--- src/rtl/adder_pkg.sv ---
// Shared definitions for the digit-serial add/subtract unit.
//   state_e      : controller states (IDLE / RUN / DONE)
//   cnt_width()  : digit-counter width for a given WIDTH/DIGIT, never below 1
//   geometry_ok(): legal WIDTH/DIGIT pairing (DIGIT divides WIDTH, 1 <= DIGIT <= WIDTH)
package adder_pkg;

    typedef enum logic [1:0] {
        ST_IDLE = 2'd0,
        ST_RUN  = 2'd1,
        ST_DONE = 2'd2
    } state_e;

    function automatic int cnt_width(input int width, input int digit);
        int n;
        if (digit < 1) return 1;
        n = width / digit;
        return (n < 2) ? 1 : $clog2(n);
    endfunction

    function automatic bit geometry_ok(input int width, input int digit);
        return (digit >= 1) && (digit <= width) && ((width % digit) == 0);
    endfunction

endpackage

--- src/rtl/rca_digit.sv ---
// One DIGIT-bit slice of a ripple-carry adder (purely combinational).
//   a, b   : digit operands
//   cin    : carry into bit 0
//   sum    : digit result
//   cout   : carry out of the top bit
//   c_msb  : carry into the top bit, used for signed-overflow detection
module rca_digit #(
    parameter int DIGIT = 4
) (
    input  logic [DIGIT-1:0] a,
    input  logic [DIGIT-1:0] b,
    input  logic             cin,
    output logic [DIGIT-1:0] sum,
    output logic             cout,
    output logic             c_msb
);

    // Carry kept as a block-local variable so the chain is a straight
    // sequence of assignments rather than a self-referencing vector.
    always_comb begin
        logic carry;
        carry = cin;
        sum   = '0;
        c_msb = cin;
        for (int i = 0; i < DIGIT; i++) begin
            if (i == DIGIT - 1) c_msb = carry;
            sum[i] = a[i] ^ b[i] ^ carry;
            carry  = (a[i] & b[i]) | (carry & (a[i] ^ b[i]));
        end
        cout = carry;
    end

endmodule

--- src/rtl/digit_serial_adder.sv ---
// Multi-cycle add/subtract unit: processes WIDTH-bit operands DIGIT bits per
// cycle, least-significant digit first, with a registered inter-digit carry.
//   clk, rst_n          : clock, async active-low reset
//   in_valid/in_ready   : operand handshake (a, b, cin, sub sampled on accept)
//   sub                 : 0 -> a + b + cin, 1 -> a - b - cin
//   flush               : synchronous abort back to IDLE
//   out_valid/out_ready : result handshake
//   sum, cout, ovf      : result, final carry (sub: 1 = no borrow), signed overflow
//   busy                : operation in flight (RUN or DONE)
//
// state   | meaning
// --------+---------------------------------------------------------
// ST_IDLE | waiting for operands, in_ready=1
// ST_RUN  | one digit per cycle through rca_digit, N cycles
// ST_DONE | result presented, held until out_ready
module digit_serial_adder
    import adder_pkg::*;
#(
    parameter int WIDTH = 32,
    parameter int DIGIT = 4
) (
    input  logic             clk,
    input  logic             rst_n,
    input  logic             in_valid,
    output logic             in_ready,
    input  logic [WIDTH-1:0] a,
    input  logic [WIDTH-1:0] b,
    input  logic             cin,
    input  logic             sub,
    input  logic             flush,
    output logic             out_valid,
    input  logic             out_ready,
    output logic [WIDTH-1:0] sum,
    output logic             cout,
    output logic             ovf,
    output logic             busy
);

    localparam int              N    = WIDTH / DIGIT;
    localparam int              CW   = cnt_width(WIDTH, DIGIT);
    localparam logic [CW-1:0]   LAST = CW'(N - 1);

    if (!geometry_ok(WIDTH, DIGIT)) begin : g_bad_geometry
        $error("digit_serial_adder: WIDTH must be a multiple of DIGIT with 1 <= DIGIT <= WIDTH");
    end

    state_e            state_q, state_d;
    logic [CW-1:0]     cnt_q, cnt_d;
    logic [WIDTH-1:0]  a_q, a_d;
    logic [WIDTH-1:0]  b_q, b_d;
    logic [WIDTH-1:0]  sum_q, sum_d;
    logic              carry_q, carry_d;
    logic              cout_q, cout_d;
    logic              ovf_q, ovf_d;
    logic              out_valid_q, out_valid_d;
    logic              in_ready_q, in_ready_d;
    logic              busy_q, busy_d;

    logic [DIGIT-1:0]  dig_sum;
    logic              dig_cout;
    logic              dig_c_msb;

    rca_digit #(
        .DIGIT (DIGIT)
    ) u_rca_digit (
        .a     (a_q[DIGIT-1:0]),
        .b     (b_q[DIGIT-1:0]),
        .cin   (carry_q),
        .sum   (dig_sum),
        .cout  (dig_cout),
        .c_msb (dig_c_msb)
    );

    always_comb begin
        state_d = state_q;
        cnt_d   = cnt_q;
        a_d     = a_q;
        b_d     = b_q;
        sum_d   = sum_q;
        carry_d = carry_q;
        cout_d  = cout_q;
        ovf_d   = ovf_q;

        if (flush) begin
            // Abort wins over everything; result registers keep their values.
            state_d = ST_IDLE;
            cnt_d   = '0;
        end else begin
            case (state_q)
                ST_IDLE: begin
                    if (in_valid) begin
                        // Subtraction folded into the add: a + ~b + ~cin.
                        a_d     = a;
                        b_d     = b ^ {WIDTH{sub}};
                        carry_d = cin ^ sub;
                        cnt_d   = '0;
                        state_d = ST_RUN;
                    end
                end
                ST_RUN: begin
                    // New digit enters at the MSB end; after N shifts the
                    // first digit has reached bit 0.
                    sum_d   = (WIDTH'(dig_sum) << (WIDTH - DIGIT)) | (sum_q >> DIGIT);
                    a_d     = a_q >> DIGIT;
                    b_d     = b_q >> DIGIT;
                    carry_d = dig_cout;
                    if (cnt_q == LAST) begin
                        cout_d  = dig_cout;
                        ovf_d   = dig_c_msb ^ dig_cout;
                        state_d = ST_DONE;
                    end else begin
                        cnt_d = cnt_q + CW'(1);
                    end
                end
                ST_DONE: begin
                    if (out_ready) state_d = ST_IDLE;
                end
                default: begin
                    state_d = ST_IDLE;
                end
            endcase
        end

        in_ready_d  = (state_d == ST_IDLE);
        out_valid_d = (state_d == ST_DONE);
        busy_d      = (state_d != ST_IDLE);
    end

    always_ff @(posedge clk or negedge rst_n) begin
        if (!rst_n) begin
            state_q     <= ST_IDLE;
            cnt_q       <= '0;
            a_q         <= '0;
            b_q         <= '0;
            sum_q       <= '0;
            carry_q     <= 1'b0;
            cout_q      <= 1'b0;
            ovf_q       <= 1'b0;
            out_valid_q <= 1'b0;
            in_ready_q  <= 1'b1;
            busy_q      <= 1'b0;
        end else begin
            state_q     <= state_d;
            cnt_q       <= cnt_d;
            a_q         <= a_d;
            b_q         <= b_d;
            sum_q       <= sum_d;
            carry_q     <= carry_d;
            cout_q      <= cout_d;
            ovf_q       <= ovf_d;
            out_valid_q <= out_valid_d;
            in_ready_q  <= in_ready_d;
            busy_q      <= busy_d;
        end
    end

    assign in_ready  = in_ready_q;
    assign out_valid = out_valid_q;
    assign busy      = busy_q;
    assign sum       = sum_q;
    assign cout      = cout_q;
    assign ovf       = ovf_q;

endmodule

--- config.mk ---
export PLATFORM = sky130hd
export DESIGN_NAME = digit_serial_adder
export DESIGN_NICKNAME = d
export VERILOG_FILES = /design/src/rtl/adder_pkg.sv /design/src/rtl/rca_digit.sv /design/src/rtl/digit_serial_adder.sv
export SDC_FILE = /design/constraint.sdc
export NUM_CORES = 1
export LEC_CHECK = 0
export ABC_AREA = 1
export CAP_MARGIN = 10
export CORE_ASPECT_RATIO = 0.6
export CORE_MARGIN = 2
export CORE_UTILIZATION = 55
export DETAILED_ROUTE_END_ITERATION = 8
export GPL_TIMING_DRIVEN = 0
export PLACE_DENSITY = 0.9
export SLEW_MARGIN = 20
export SYNTH_ARGS = -nofsm -noshare
export SYNTH_HDL_FRONTEND = slang
export SYNTH_HIERARCHICAL = 1
export SYNTH_SLANG_ARGS = --single-unit
--- constraint.sdc ---
create_clock -name clk -period 5.2 [get_ports clk]
set_input_delay 1.04 -clock clk [delete_from_list [all_inputs] [get_ports clk]]
set_output_delay 1.04 -clock clk [all_outputs]
set_load 0.02 [all_outputs]
After elaboration in Yosys (flattened, before gate mapping) --
Index checks and enable logic that the tools add are counted.
Cells by class: add/sub/neg operators 1, eq/ne operators 7, muxes and demuxes 15, bitwise gates (word level) 25, reduce and logical (&&, ||, !) cells 9
Operators with widths (number):
- one-hot mux 32 bit (2 select lines) | 2
- 2-to-1 mux 32 bit | 2
- bitwise OR 32 x 28 -> 32 bit | 1
- bitwise XOR 32 bit | 1
- bitwise XOR 1 bit | 10
- 2-to-1 mux 3 bit | 3
- AND reduction 3 bit | 3
- AND 1 bit | 8
- 2-to-1 mux 2 bit | 4
- != test 3 bit, second input constant | 2
- one-hot mux 2 bit (3 select lines) | 1
- one-hot mux 3 bit (2 select lines) | 1
- == test 2 bit, second input constant | 2
- logical NOT 2 bit | 2
- bitwise OR 1 bit | 4
- nonzero test 2 bit | 2
- adder 3 x 1 -> 3 bit, second input constant | 1
- == test 3 bit, second input constant | 1
- nonzero test 3 bit | 1
- == test 2 x 1 -> 1 bit, second input constant | 1
- != test 2 bit, second input constant | 1
- one-hot mux 1 bit (2 select lines) | 1
- AND reduction 2 bit | 1
- 2-to-1 mux 1 bit | 1
- NOT 1 bit | 1
Word-level totals: register bits 107, input bits 71, word-level logic and storage cells 68

Longest topological paths before layout --
depth after elaboration 10, gate-level depth with buffers 10, depth with buffers taken out 10

Hierarchy --
Netlist, hierarchy kept.
By module, submodules not included:
- digit_serial_adder | instances 1, cells each 735, area each 5273.8 sq um
- rca_digit | instances 1, cells each 12, area each 110.1 sq um

Worst setup path after synthesis --
No wires, ideal clock.
path type flip-flop to flip-flop, from register a_q[0], to register sum_q[31] (netlist: sum[31]), setup time 0.117 ns, arrival time 1.889 ns, setup slack 3.194 ns, stages on the path, launching flop included 9, buffers on the path 0, period minus slack after synthesis 2.006 ns, path through dfrtp_1 -> fa_1 -> inv_1 -> fa_1 -> fa_1 -> inv_1 -> fa_1 -> nand2_1 -> nand2_1
On the way: cells in the longest elaborated chain, start to end 9, elaborated cells on any way between the ends 10, those cells by class bitwise (10)
RTL lines:
- start, declared | RTL line digit_serial_adder.sv:49 | logic [WIDTH-1:0] a_q, a_d;
- start signal, assigned | RTL line digit_serial_adder.sv:133 | a_q <= '0;
- start signal, assigned | RTL line digit_serial_adder.sv:145 | a_q <= a_d;
- bitwise XOR 1 bit | RTL line rca_digit.sv:28 | carry = (a[i] & b[i]) | (carry & (a[i] ^ b[i]));
- AND 1 bit | RTL line rca_digit.sv:28
- bitwise OR 1 bit (*) | RTL line rca_digit.sv:28
- AND 1 bit (*) | RTL line rca_digit.sv:28
- bitwise OR 1 bit (*) | RTL line rca_digit.sv:28
- AND 1 bit (*) | RTL line rca_digit.sv:28
- bitwise OR 1 bit (*) | RTL line rca_digit.sv:28
- via dig_c_msb | RTL line digit_serial_adder.sv:61 | logic dig_c_msb;
- bitwise XOR 1 bit (*) | RTL line rca_digit.sv:27 | sum[i] = a[i] ^ b[i] ^ carry;
- via dig_sum[3] | RTL line digit_serial_adder.sv:59 | logic [DIGIT-1:0] dig_sum;
- bitwise OR 32 x 28 -> 32 bit (*) | RTL line digit_serial_adder.sv:103 | sum_d = (WIDTH'(dig_sum) << (WIDTH - DIGIT)) | (sum_q >> DIGIT);
- end signal, assigned | RTL line digit_serial_adder.sv:147 | sum_q <= sum_d;
- end, declared | RTL line digit_serial_adder.sv:51 | logic [WIDTH-1:0] sum_q, sum_d;
Mark *: on every way through the listed nets, which the timed path passes. The rest lies on a longest branch. A chain may end at the register's enable or synchronous reset.

Final worst setup path --
from register in_ready_q (netlist: in_ready), to output port in_ready
RTL lines:
- start, declared | RTL line digit_serial_adder.sv:56 | logic in_ready_q, in_ready_d;
- start signal, assigned | RTL line digit_serial_adder.sv:152 | in_ready_q <= in_ready_d;
- end, declared | RTL line digit_serial_adder.sv:25 | output logic in_ready,
No word-level cell between the ends.

==> run summary <==
Critical-path top delay cell -> clkdlybuf4s50_1
Vias -> 5,302
Die ar. -> 10,620 sq um
Mapped Avg Cell Area -> 7.207 sq um
RePlAce Congestion -> 0.8940
CP Capture Type -> primary output
Clk pin slew, worst setup/hold paths -> 70 ps
Slowest cell delay on critical path -> 590 ps
Clk sinks -> 107
Detail Placement HPWL -> 10,560 um
CTS H-Tree Depth -> 3
Post-CTS sizing -> 0
HP Class -> reg -> reg
Most common cell after layout, fill and taps aside -> nand2_1
Setup TNS -> 0 ps
Clock insertion delay at the later pin of the skew report -> 350 ps
CTS buffer count -> 9
Final hold vios -> 0
Seq/Total Area, Yosys -> 49.76%
I/O Pins -> 108
Crit path cell chain -> clkdlybuf4s50_1
Drt total wl -> 14,710 um
Non-Filler Instances -> 1,000
IO Port Bufs -> 107
Critical Path RT -> 4160 ps
Drt pass-1 iters -> 5
Wire length per cell -> 14.71 um
Worst Tran Pin Value -> 575.4 ps
Maximum capacitance violations -> 0
Clock Path Buffers -> 2
Post-layout min period -> 2489 ps
CP bufs+invs -> 1
Post-route ant nets -> 0
Syn Inst Count -> 747
GR Util All Layers -> 28.57%
PwrDens -> 362.8 nW/um^2
Max IR drop VDD -> 0.0002061 V
Vias in the first global route -> 4,965
Syn Std Cell Area -> 5384 sq um
Unrepaired setup endpoints after global routing -> no
Skew final -> 10.29 ps
Setup Fix Bufs, Post-CTS -> 0
Unique masters post-synth -> 24
Largest net degree at the start of global routing -> 65
PnR Total Power -> 2.517 mW
Crit Path Max Fanout -> 1
DRC viols -> 0
CTS Root Cell -> clkbuf_16
Syn. warnings -> 6
Antenna violations before repair -> 0
Period utilization -> 47.87%
Seq cells post-synth -> 107
Total overflow reported by the global router -> 0
Hold-fix buffers, CTS -> 0
Global-route wire length before repair -> 23,550 um
Crit start category -> flip-flop
Initial Util -> 57.53%
Outcome -> finished, final reports clean
DR vias/cell -> 5.302
LEAKAGE -> 3.755 nW
Kind of critical path -> reg -> out
Critical path's top delay family -> buffers and inverters
Final nets -> 943
CTS tree -> built
Max Freq -> 401.7 MHz
Initial DRC Count -> 538
Die Wd -> 131.7 um
Std cell rows -> 27
Placed cell count -> 985
Slew headroom -> 61.64%
Final core utilization -> 74.14%
Core Area -> 9358 sq um
Syn nets -> 824
Area grow syn2layout -> 28.86%
# setup viols final -> 0
ANT cells -> 0
Most frequent cells in the layout -> nand2_1, dfrtp_1, clkdlybuf4s50_1, inv_1, nand3_1
Slew Limit Fails -> 0
WP data arrival -> 1450 ps
Share of layout cells above drive strength 1 -> 6.782%
Die Height -> 80.64 um
[kinds of logic (layout without fill, tap and decap cells)]
kind of cell / count (synthesis) / in the layout / share of synthesized area (%)
buffers and inverters: 104 / 227 / 8.413
flip-flops: 107 / 107 / 49.76
AO/OA/AOI/OAI: 41 / 41 / 3.881
adder cells (fa/ha/maj): 6 / 6 / 1.952
AND/OR/NAND/NOR: 488 / 488 / 35.84
XOR/XNOR: 1 / 1 / 0.1627
[path summary, 6_finish.rpt]
check                              startpoint                  end  slack, ps  cells after the start
min reg2reg                sum[3]$_DFFE_PN0P_   sum[3]$_DFFE_PN0P_        480                      2
max reg2reg                a_q[0]$_DFFE_PN0P_      ovf$_DFFE_PN0P_       3000                      8
min in group asynchronous               rst_n   b_q[8]$_DFFE_PN0P_        600                      1
max in group asynchronous               rst_n  b_q[14]$_DFFE_PN0P_       3960                      2
max                        in_ready$_DFF_PN1_             in_ready       2710                      1
min                        sum[3]$_DFFE_PN0P_   sum[3]$_DFFE_PN0P_        480                      2
[flip-flops by register name (all words and copies together), names as in the netlist, 2 cells and up]
name and cells:
sum 32, a_q 32, b_q 32, cnt_q 3
state_q 2
[power by group]
part	leakage (nW)	internal [mW]	switching, mW
clock	0.146	0.384	0.303
combinational	2.24	0.317	0.408
sequential	1.36	0.996	0.108
total	3.75	1.70	0.819
[synthesized netlist by cell type]
master / n / share of area (%)
nand3_2: 1 / 0.19
a21oi_2: 1 / 0.16
buf_6: 3 / 0.63
buf_4: 1 / 0.14
dfrtp_1: 106 / 49
nor2_1: 13 / 0.91
dfstp_2: 1 / 0.49
buf_1: 1 / 0.070
nor2_8: 1 / 0.37
ha_1: 2 / 0.46
xnor2_1: 1 / 0.16
buf_2: 29 / 2.7
clkbuf_1: 4 / 0.28
o21ai_1: 15 / 1.4
inv_2: 3 / 0.21
fa_1: 4 / 1.5
o21ai_0: 25 / 2.3
inv_1: 63 / 4.4
nand3_1: 43 / 4.0
nand2_1: 426 / 30
nand2_2: 1 / 0.12
nand3b_1: 1 / 0.14
nand2_4: 1 / 0.21
nor2_4: 1 / 0.21
[cell type report]
cell class / instances / area, sq um
flip-flops and latches: 107 / 2679
well taps: 130 / 162.7
plain buffers: 38 / 205.2
clock buffers: 11 / 242.7
fillers: 673 / 2420
clock inverters: 4 / 48.80
multi-input cells: 536 / 2252
inverters: 66 / 247.7
repair buffers: 108 / 1100
[stage by stage]
step | hold WS (ps) | setup WS [ps] | instance area [sq um]
after floorplan | 448.8 | 3194 | 5384
after global placement | 460.0 | -774.3 | 6618
after detailed placement | 462.3 | 2511 | 6646
after CTS | 479.0 | 2704 | 6938
after global routing | 502.6 | 2688 | 6938
final | 476.7 | 2711 | 6938
[metal layers]
layer	GRT usage, %	vias up	share of wire, %
met5	0	-	0
met1	39.05	2444	44
met3	6.692	50	8.7
met2	44.97	319	45
li1	-	2489	-
met4	10.65	0	2.5
No activity file was read; power rests on OpenSTA's default activity.
